[config.mk]
export PLATFORM = sky130hd
export DESIGN_NAME = cmp_sweep_driver
export DESIGN_NICKNAME = d
export VERILOG_FILES = /design/src/rtl/cmp_pkg.sv /design/src/rtl/cmp_golden.sv /design/src/rtl/cmp_sweep_driver.sv
export SDC_FILE = /design/constraint.sdc
export NUM_CORES = 1
export LEC_CHECK = 0
export CAP_MARGIN = 15
export CORE_ASPECT_RATIO = 1.2
export CORE_MARGIN = 2
export CORE_UTILIZATION = 25
export CTS_BUF_LIST = sky130_fd_sc_hd__clkbuf_8 sky130_fd_sc_hd__clkbuf_16
export DETAILED_ROUTE_END_ITERATION = 10
export GPL_TIMING_DRIVEN = 1
export HOLD_SLACK_MARGIN = 0.15
export PLACE_DENSITY_LB_ADDON = 0.1
export SYNTH_ARGS = -nofsm -noshare
export SYNTH_HDL_FRONTEND = slang
export SYNTH_SLANG_ARGS = --single-unit
export TNS_END_PERCENT = 1
[constraint.sdc]
create_clock -name clk -period 2.5 [get_ports clk]
set_input_delay 0.625 -clock clk [delete_from_list [all_inputs] [get_ports clk]]
set_output_delay 0.625 -clock clk [all_outputs]
set_load 0.005 [all_outputs]
[src/rtl/cmp_pkg.sv]
`default_nettype none
// ============================================================================
// Module      : cmp_pkg
// Description : Shared definitions for the comparator sweep driver. It holds
//               the comparator result bit positions, the one-hot result codes
//               and the sweep FSM state encoding.
// Revision    : 1.0 - initial release
// ============================================================================
package cmp_pkg;

  // Bit positions inside the 4-bit result code {1'b0, gt, eq, lt}
  localparam int LT = 0;
  localparam int EQ = 1;
  localparam int GT = 2;

  // Only these three codes count as valid comparator results
  localparam logic [3:0] R_LT = 4'b0001;
  localparam logic [3:0] R_EQ = 4'b0010;
  localparam logic [3:0] R_GT = 4'b0100;

  typedef enum logic [1:0] {
    S_IDLE   = 2'd0,
    S_DRIVE  = 2'd1,
    S_SAMPLE = 2'd2,
    S_DONE   = 2'd3
  } state_t;

endpackage
`default_nettype wire

[src/rtl/cmp_golden.sv]
`default_nettype none
// ============================================================================
// Module      : cmp_golden
// Description : Combinational reference magnitude comparator (unsigned).
//               Ports:
//                 i_a, i_b : W-bit operands
//                 o_code   : {1'b0, a>b, a==b, a<b}
// Revision    : 1.0 - initial release
// ============================================================================
module cmp_golden
  import cmp_pkg::*;
#(
  parameter int W = 4
) (
  input  logic [W-1:0] i_a,
  input  logic [W-1:0] i_b,
  output logic [3:0]   o_code
);

  always_comb begin
    o_code     = 4'b0000;
    o_code[LT] = (i_a <  i_b);
    o_code[EQ] = (i_a == i_b);
    o_code[GT] = (i_a >  i_b);
  end

endmodule
`default_nettype wire

[src/rtl/cmp_sweep_driver.sv]
`default_nettype none
// ============================================================================
// Module      : cmp_sweep_driver
// Description : Drives every (a, b) operand pair onto a W-bit magnitude
//               comparator, samples its 4-bit result one cycle later, checks
//               it against a built-in golden model and tallies lt/eq/gt/error
//               counts.
//               Ports:
//                 clk, rst_n    : clock, asynchronous active-low reset
//                 start         : begin a sweep (honoured in IDLE/DONE only)
//                 pause         : freeze the sweep while high
//                 a_out, b_out  : operands to the comparator
//                 r_in          : comparator result {1'b0, gt, eq, lt}
//                 busy, done    : sweep in progress / sweep finished
//                 lt/eq/gt_cnt  : valid one-hot result tallies
//                 err_cnt       : results differing from the golden code
//                 err_flag      : sticky "any error seen"
// Revision    : 1.0 - initial release
// ============================================================================
module cmp_sweep_driver
  import cmp_pkg::*;
#(
  parameter int W  = 4,
  parameter int CW = 2 * W + 1
) (
  input  logic          clk,
  input  logic          rst_n,
  input  logic          start,
  input  logic          pause,
  output logic [W-1:0]  a_out,
  output logic [W-1:0]  b_out,
  input  logic [3:0]    r_in,
  output logic          busy,
  output logic          done,
  output logic [CW-1:0] lt_cnt,
  output logic [CW-1:0] eq_cnt,
  output logic [CW-1:0] gt_cnt,
  output logic [CW-1:0] err_cnt,
  output logic          err_flag
);

  localparam logic [CW-1:0]  CNT_ONE  = {{(CW-1){1'b0}}, 1'b1};
  localparam logic [2*W-1:0] PAIR_ONE = {{(2*W-1){1'b0}}, 1'b1};

  state_t         state_q, state_d;
  logic [W-1:0]   a_q, a_d;
  logic [W-1:0]   b_q, b_d;
  logic [CW-1:0]  lt_q, lt_d;
  logic [CW-1:0]  eq_q, eq_d;
  logic [CW-1:0]  gt_q, gt_d;
  logic [CW-1:0]  err_q, err_d;
  logic           err_flag_q, err_flag_d;
  logic           busy_q, busy_d;
  logic           done_q, done_d;

  logic [3:0]     golden;
  logic [2*W-1:0] pair_nxt;
  logic           last_pair;

  cmp_golden #(.W(W)) u_golden (
    .i_a    (a_q),
    .i_b    (b_q),
    .o_code (golden)
  );

  // Treating {a, b} as one counter makes b the fast digit and carries into a
  // exactly when b wraps.
  assign pair_nxt  = {a_q, b_q} + PAIR_ONE;
  assign last_pair = &{a_q, b_q};

  always_comb begin
    state_d    = state_q;
    a_d        = a_q;
    b_d        = b_q;
    lt_d       = lt_q;
    eq_d       = eq_q;
    gt_d       = gt_q;
    err_d      = err_q;
    err_flag_d = err_flag_q;

    case (state_q)
      S_IDLE, S_DONE: begin
        if (start) begin
          a_d        = '0;
          b_d        = '0;
          lt_d       = '0;
          eq_d       = '0;
          gt_d       = '0;
          err_d      = '0;
          err_flag_d = 1'b0;
          state_d    = S_DRIVE;
        end
      end

      // Operands have been stable for this cycle; the comparator settles.
      S_DRIVE: begin
        if (!pause) begin
          state_d = S_SAMPLE;
        end
      end

      S_SAMPLE: begin
        if (!pause) begin
          if (r_in == R_LT) lt_d = lt_q + CNT_ONE;
          if (r_in == R_EQ) eq_d = eq_q + CNT_ONE;
          if (r_in == R_GT) gt_d = gt_q + CNT_ONE;
          if (r_in != golden) begin
            err_d      = err_q + CNT_ONE;
            err_flag_d = 1'b1;
          end
          if (last_pair) begin
            // Operands stay on the final pair while DONE is shown.
            state_d = S_DONE;
          end else begin
            {a_d, b_d} = pair_nxt;
            state_d    = S_DRIVE;
          end
        end
      end

      default: state_d = S_IDLE;
    endcase

    // Status outputs are registered versions of the next state.
    busy_d = (state_d == S_DRIVE) || (state_d == S_SAMPLE);
    done_d = (state_d == S_DONE);
  end

  always_ff @(posedge clk or negedge rst_n) begin
    if (!rst_n) begin
      state_q    <= S_IDLE;
      a_q        <= '0;
      b_q        <= '0;
      lt_q       <= '0;
      eq_q       <= '0;
      gt_q       <= '0;
      err_q      <= '0;
      err_flag_q <= 1'b0;
      busy_q     <= 1'b0;
      done_q     <= 1'b0;
    end else begin
      state_q    <= state_d;
      a_q        <= a_d;
      b_q        <= b_d;
      lt_q       <= lt_d;
      eq_q       <= eq_d;
      gt_q       <= gt_d;
      err_q      <= err_d;
      err_flag_q <= err_flag_d;
      busy_q     <= busy_d;
      done_q     <= done_d;
    end
  end

  assign a_out    = a_q;
  assign b_out    = b_q;
  assign lt_cnt   = lt_q;
  assign eq_cnt   = eq_q;
  assign gt_cnt   = gt_q;
  assign err_cnt  = err_q;
  assign err_flag = err_flag_q;
  assign busy     = busy_q;
  assign done     = done_q;

endmodule
`default_nettype wire

==> results of run 1 <==
[path summary, 6_finish.rpt]
kind	startpoint	to	slack [ns]
hold reg to reg	err_flag	err_flag	0.52
min in group clk	err_flag	err_flag	0.52
max in group asynchronous	rst_n	lt_cnt[7]	1.60
hold / removal	rst_n	a_out[0]	0.46
setup / recovery	r_in[1]	eq_cnt[8]	0.18
setup reg to reg	a_out[3]	err_cnt[5]	0.21
[per-stage QoR]
step | setup slack [ns] | setup TNS [ns] | cells | utilization [%]
floorplan | 0.317 | 0 | 282 | -
global placement | -0.134 | -1.44 | 490 | 34.3
detailed placement | -0.154 | -1.79 | 490 | 34.3
CTS | 0.162 | 0 | 497 | 35.7
global route | 0.000725 | 0 | 498 | 35.8
finish | 0.177 | 0 | 498 | 35.8
[logic make-up after synthesis]
group           after synthesis
simple gates                118
fa+ha+maj                    12
buf+inv                      25
compound gates               46
mux                           5
flops                        49
xor+xnor                     27
[state kept, by name, indices dropped and copies added, names as in the netlist]
signal    cells
a_out         4
b_out         4
busy          1
done          1
eq_cnt        9
err_cnt       9
err_flag      1
gt_cnt        9
lt_cnt        9
state_q       2
[worst max-delay path, cell delays in order]
cell	delay [ns]
clkdlybuf4s50_1	0.56
or4b_4	0.50
a221oi_4	0.28
and3_4	0.24
nand4_1	0.10
xor2_1	0.14
nor2_1	0.05
[cell usage in the layout, fill, tap and decap left out, drive strengths merged, types with 13 or more instances in the layout]
cell	instances
nand2	22
inv	19
dfrtp	49
o21ai	15
a21oi	13
buf	34
xor2	16
nand3	15
clkdlybuf4s50	53
nor2	32
[routing by layer]
layer	GRT usage (%)	wire length, um	vias up
met4	4.71	132	0
met1	14.8	3030	1133
met2	20.4	3250	43
met3	3.19	300	7
li1	-	-	1165
met5	0	0	-
[area by class of cell]
cell class,count,area [sq um],area share (%)
clock inverter,1,3.75,0.0988
tap,129,161,4.25
clock buffer,6,139,3.66
inverter,18,67.6,1.78
sequential,49,1230,32.3
multi-input combinational,208,1420,37.3
timing repair buffer,87,783,20.6
[timing repair]
action                     in CTS  in global routing
resized for setup               0                  0
setup endpoints to repair       0                  1
setup buffers                   0                  1
hold endpoints to repair        0                  0
[report_power, final]
part	leakage [nW]	switching, mW	internal [mW]
clock	0.0741	0.284	0.389
sequential	0.674	0.0511	0.862
combinational	0.927	0.783	0.619
==> reports/summary.txt, run 1 <==
Status: finished, final reports clean
Chip height: 119 um
Post-DRT Antenna Nets: 0
FF-to-FF path depth: 6
Synth top cells by count: 49 x dfrtp_1, 31 x nor2_1, 22 x nand2_1, 18 x inv_1, 16 x xor2_1
Yosys reg bits: 49
TritonCTS clock tree: yes
Mapped Cells: 282
I/O Buffers: 54
Avg Vias per Cell: 4.71
Leakage dissipation: 1.68 nW
Area contributors post-synth: dfrtp_1 45%, ha_1 5.5%, xor2_1 5.1%
Drt wl/cell: 13.5 um
Syn_area_per_cell: 9.72 sq um
Die area: 0.0118 sq mm
Post-synth top area cell: dfrtp_1
EDFF count, synth: 0
Via count: 2348
Placed cell area: 0.00365 sq mm
Clock Path Buffers: 2
Total CTS buffers: 5
Startpoint Class: input pin
Root Driver: clkbuf_16
DR pass1 iterations: 6
Async set-or-reset flop fraction in the synthesized netlist: 100%
Slew @ Worst Pin: 0.669 ns
# setup viols final: 0
Yosys cell types: 45
Worst Path Required: 2.67 ns
Gr usage total: 12.2%
Chip width: 99.6 um
Routed wire length: 6710 um
Cell area after layout: 0.00380 sq mm
Relative slew slack: 55.4%
Post-DP HPWL: 5060 um
Clock Sinks: 49
Hold_buf cts: 0
RD Place Congestion: 0.738
NumNets Final: 389
Cell Pwr Density: 787 mW/mm^2
Synth top area share: 44.7%
Gr ovfl total: 0
Synth Area in Compound Gates: 12.4%
Most frequent cell after synthesis: dfrtp_1
Clock insertion delay at the later pin of the skew report: 0.29 ns
Area growth syn-to-layout: 38.5%
Post-synthesis mux area share: 1.96%
Crit share post-route: 92.9%
Initial DRC count: 84
F_max: 0.430 GHz
Final Skew: 0.00642 ns
CP endpoint kind: register
Worst setup path class: input pin to register
Initial antenna violation count: 0
Hold WS: 0.456 ns
Data arrival, critical path: 2.50 ns
Synth Area in Simple Gates: 23.1%
Type of the worst min-delay path: input pin to asynchronous set/reset pin
Crit Path Max Fanout: 5
Fraction of layout cells with a size suffix above 1: 14.4%
Drt drc: 0
Max Cap Viol: 0
Final min period: 2.32 ns
Antenna Cells: 0
Largest family of logic cells by synthesized area: simple AND/OR/NAND/NOR gates
Initial Utilization: 25.8%
Ys flop type: dfrtp_1
Final hold vios: 0
RSZ-0062 raised after global routing: false
Synth Area in XOR/XNOR: 8.63%
Worst vdd ir: 0.000429 V
Clk slew on worst S/H paths: 0.06 ns
Vias in the first global route: 2364
FP Rows: 41
Post-Syn Nets: 302
# fillers: 1087
Core area: 0.0106 sq mm
First-pass GRT wire length: 11600 um
Synthesized area: 0.00274 sq mm
I/O Pins: 55
Final slew viol count: 0
Synth warnings: 0
Pwr Total: 2.99 mW
Largest net degree at the start of global routing: 50
H-tree Lvls: 2
Post-synthesis sequential area ratio: 44.7%
Synth Area in Adders: 5.48%
(Power assumes the default switching activity.)
==> run 2: changes to the inputs <==
Settings changed: PLACE_DENSITY_LB_ADDON 0.1 to not set.
==> run 2 against run 1 <==
Routed wire length down 3.6%. Combinational power decreased by 3%. Largest power group unchanged. Non-clock buffer count decreased by 6. First-iteration DRC count shrank 33%. Die area did not move. Clock power rose by 18%.
==> reports/summary.txt, run 2 (synthesis results as in run 1) <==
Clock insertion delay at the later pin of the skew report: 0.29 ns
RD Place Congestion: 0.775
FF/Latch Area: 0.00123 sq mm
Most common cell after layout, fill and taps aside: clkdlybuf4s50_1
Vias in the first global route: 2344
Die area: 0.0118 sq mm
Gr usage total: 11.7%
Cell Pwr Density: 804 mW/mm^2
RSZ-0062 raised after global routing: false
Chip width: 99.6 um
Total CTS buffers: 5
R2R Setup Slk: 0.27 ns
Final min period: 2.40 ns
Root Driver: clkbuf_16
Final worst setup slack: 0.104 ns
Worst vdd ir: 0.000409 V
Clock Path Buffers: 2
Core area: 0.0106 sq mm
CP endpoint kind: register
Leakage dissipation: 1.67 nW
Multi-input logic area: 0.00142 sq mm
Initial Utilization: 25.8%
NumNets Final: 383
Chip height: 119 um
FF-to-FF path depth: 6
Startpoint Class: input pin
FP Rows: 41
Post-CTS Setup Bufs: 0
I/O Buffers: 54
Internal power: 1.96 mW
Initial antenna violation count: 0
Clock Sinks: 49
Slowest stage delay, CP: 0.54 ns
# setup viols final: 0
Routed wire length: 6470 um
Post-DRT Antenna Nets: 0
Worst Setup Slack post-DPL: -0.216 ns
DR pass1 iterations: 4
CP Cell Sequence: clkdlybuf4s50_1 > buf_4 > or4b_4 > a221oi_4 > and3_4 > nand4_1 > xor2_1 > nor2_1
Reg-to-reg critical path endpoint: err_cnt[5]
Max stage delay cell, worst path: or4b_4
Relative slew slack: 63.5%
Initial DRC count: 56
Status: finished, final reports clean
Slew @ Worst Pin: 0.548 ns
Seq pwr share: 29.7%
Antenna Cells: 0
Largest net degree at the start of global routing: 29
Max Cap Viol: 0
Hold WS: 0.316 ns
Hold_buf cts: 0
Commonest non-fill, non-tap cells in the layout: 53 x clkdlybuf4s50_1, 49 x dfrtp_1, 30 x nor2_1, 25 x buf_4, 22 x nand2_1
Comb power frac: 44.4%
Gr ovfl total: 0
First-pass GRT wire length: 11300 um
Clock Power Share: 25.9%
F_max: 0.417 GHz
Drt wl/cell: 13.1 um
# fillers: 1069
Post-DP HPWL: 5010 um
Crit share post-route: 95.8%
Worst Path Required: 2.72 ns
R2R Path Start: a_out[3]
Final Skew: 0.00777 ns
Crit Path Max Fanout: 4
Via count: 2296
Clk slew on worst S/H paths: 0.07 ns
Final slew viol count: 0
H-tree Lvls: 2
Avg Vias per Cell: 4.66
Type of the worst min-delay path: input pin to asynchronous set/reset pin
Data arrival, critical path: 2.61 ns
Area growth syn-to-layout: 38.9%
Net Sw Frac: 35.9%
Psw: 1.10 mW
TritonCTS clock tree: yes
Final hold vios: 0
Drt drc: 0
Worst setup path class: input pin to register
Fraction of layout cells with a size suffix above 1: 13.2%
I/O Pins: 55
PostCTS Resize Cnt: 0
==> run 2: changes by cell type in the layout (fill, tap and decap cells not counted), sizes merged <==
cell,change
bufinv,+1
buf,-6
==> run 2: worst max-delay path by stage <==
stage | from | to | slack (ns) | cells past startpoint
global route | r_in[0] | eq_cnt[7] | 0.007 | 8
detailed placement | r_in[1] | gt_cnt[7] | -0.22 | 8
finish | r_in[0] | eq_cnt[7] | 0.10 | 8
global placement | r_in[1] | gt_cnt[7] | -0.17 | 8
floorplan | b_out[1] | err_cnt[0] | 0.32 | 8
CTS | r_in[1] | gt_cnt[7] | 0.09 | 8
==> run 2: per-stage QoR <==
step	TNS (ns)	instances	util [%]	area, sq um	total power, mW
5_1_grt	0	493	35.9	3810	3.30
6_report	0	493	35.9	3810	3.06
3_5_place_dp	-2.13	485	34.2	3630	2.31
3_3_place_gp	-1.46	485	34.2	3630	2.28
2_1_floorplan	0	282	-	2740	1.69
4_1_cts	0	493	35.9	3810	3.12
==> run 2: area by class of cell <==
cell class / count / area share [%]
Multi-Input combinational cell: 208 / 37.2
Sequential cell: 49 / 32.2
Timing Repair Buffer: 81 / 20.0
Tap cell: 129 / 4.24
Clock buffer: 6 / 3.65
Inverter: 18 / 1.77
Clock inverter: 2 / 0.887
==> run 2: power groups by stage <==
stage	clock network, mW	logic (mW)	registers (mW)
final	0.792	1.36	0.909
after global routing	0.850	1.53	0.920
after CTS	0.817	1.39	0.910
after detailed placement	0	1.39	0.926
after global placement	0	1.36	0.923
after floorplan	0	0.761	0.926
==> run 2: layer usage <==
layer | up-vias | track usage [%] | part of all wire [%]
met1 | 1099 | 14.9 | 46
li1 | 1149 | - | -
met4 | 0 | 3.08 | 1.1
met5 | - | 0 | 0
met2 | 40 | 19.6 | 49
met3 | 8 | 3.25 | 4.5
==> run 2: worst max-delay path: cells and delay by family <==
| kind | cells | cell delay (ns) |
|---|---|---|
| buffers and inverters | 2 | 0.59 |
| AO/OA/AOI/OAI | 1 | 0.27 |
| XOR/XNOR | 1 | 0.15 |
| AND/OR/NAND/NOR | 4 | 0.98 |
==> run 3: changes to the inputs <==
Settings changed: SETUP_SLACK_MARGIN set to 0.3.
==> run 3 against run 2 <==
Final area grew 1.8%. Final cell count grew 0.61%. Combinational power grew 5%. Routed wire length grew 2.2%. Clock skew grew 0.00068 ns. Utilization grew 0.64 points. Power grew 2.4%. Clock power is essentially flat. Sequential share of layout area shrank 0.56 points. First-iteration DRC count grew 32%. Worst hold slack lost 0.0011 ns. Flip-flop and latch count is the same.
==> reports/summary.txt, run 3 (synthesis results as in run 1) <==
Data arrival, critical path: 2.44 ns
Avg Vias per Cell: 4.69
Final hold vios: 0
Hold_buf cts: 0
Crit share post-route: 88.2%
Type of the worst min-delay path: input pin to asynchronous set/reset pin
Die area: 0.0118 sq mm
Final slew viol count: 0
Status: finished, final reports clean
Worst setup path start: start
Chip height: 119 um
Setup TNS: 0 ns
DR pass1 iterations: 4
Reg-to-reg critical path endpoint: err_cnt[8]
Placed cell area: 0.00363 sq mm
FF-to-FF path depth: 7
I/O Pins: 55
TritonCTS clock tree: yes
Final min period: 2.20 ns
NumNets Final: 386
CP endpoint kind: register
Layout Utilization: 36.5%
Initial Utilization: 25.8%
Relative slew slack: 63.6%
Clock Path Buffers: 2
Cell area after layout: 0.00387 sq mm
Final Skew: 0.00844 ns
# fillers: 1067
Via count: 2326
Cell Pwr Density: 809 mW/mm^2
Drt wl/cell: 13.3 um
Worst Setup Slack post-DPL: -0.216 ns
Root Driver: clkbuf_16
Gr usage total: 11.8%
Worst vdd ir: 0.000417 V
Largest net degree at the start of global routing: 29
Worst setup path class: input pin to register
Post-DP HPWL: 5010 um
Post-DRT Antenna Nets: 0
Hold WS: 0.315 ns
Inst Count DP: 485
Antenna Cells: 0
Fraction of layout cells with a size suffix above 1: 16.1%
Gr ovfl total: 0
Clock Sinks: 49
First-pass GRT wire length: 11300 um
R2R Setup Slk: 0.33 ns
Final worst setup slack: 0.295 ns
Worst setup path end: err_cnt[8]
RD Place Congestion: 0.775
F_max: 0.454 GHz
Area growth syn-to-layout: 41.4%
Leakage dissipation: 1.69 nW
FP Rows: 41
Worst Path Required: 2.73 ns
Max Cap Viol: 0
I/O Buffers: 54
Post-Layout Cell Count: 496
Initial DRC count: 74
Crit Path Max Fanout: 7
Core area: 0.0106 sq mm
Total CTS buffers: 5
Commonest non-fill, non-tap cells in the layout: 49 x dfrtp_1, 49 x clkdlybuf4s50_1, 30 x nor2_1, 26 x buf_4, 22 x nand2_1
Slew @ Worst Pin: 0.547 ns
RSZ-0062 raised after global routing: true
Chip width: 99.6 um
Initial antenna violation count: 0
Drt drc: 0
Vias in the first global route: 2345
Pwr Total: 3.13 mW
Startpoint Class: input pin
H-tree Lvls: 2
Routed wire length: 6610 um
# setup viols final: 0
R2R Path Start: state_q[0]
Clk slew on worst S/H paths: 0.07 ns
Clock insertion delay at the later pin of the skew report: 0.29 ns
run 3: cell types whose count changed in the layout (fill, tap and decap cells not counted), sizes merged:
cell,previous run,this run
clkdlybuf4s50,53,49
dlygate4sd2,0,4
buf,28,31
run 3: repair_timing:
item / in CTS / in global routing
endpoints found under the setup margin: 23 / 29
hold endpoints to repair: 0 / 0
setup buffers: 1 / 2
pin swaps: 4 / 4
gates resized for setup: 6 / 9
run 3: routing by layer:
metal / part of all wire, % / wire, um / GRT usage, % / vias up
met2: 49 / 3230 / 19.6 / 38
met5: 0 / 0 / 0 / -
met1: 46 / 3050 / 15.0 / 1126
li1: - / - / - / 1157
met3: 4.3 / 283 / 3.25 / 5
met4: 0.79 / 52 / 3.08 / 0
run 3: worst min path at each step:
stage	start	cells after the start	end
final	rst_n	1	gt_cnt[5]
after global placement	err_cnt[8]	1	err_cnt[8]
after detailed placement	err_flag	2	err_flag
after CTS	rst_n	1	err_cnt[0]
after floorplan	rst_n	0	a_out[0]
after global routing	rst_n	1	gt_cnt[5]
run 3: final cells by class:
type	instances	area (sq um)	share of cell area [%]
Clock buffer	6	139	3.58
Timing Repair Buffer	84	788	20.3
Tap cell	129	161	4.17
Inverter	18	67.6	1.74
Sequential cell	49	1230	31.6
Multi-Input combinational cell	208	1460	37.6
Clock inverter	2	33.8	0.872
run 3: critical path: stages:
cell             delay, ns
clkdlybuf4s50_1       0.48
and2b_2               0.27
a21o_2                0.28
or4b_1                0.52
a21oi_1               0.15
a211o_1               0.11
run 3: power by group:
group	leakage [nW]	internal [mW]	total (mW)	switching, mW
combinational	0.929	0.643	1.43	0.791
clock	0.0883	0.496	0.792	0.295
sequential	0.674	0.862	0.909	0.0472
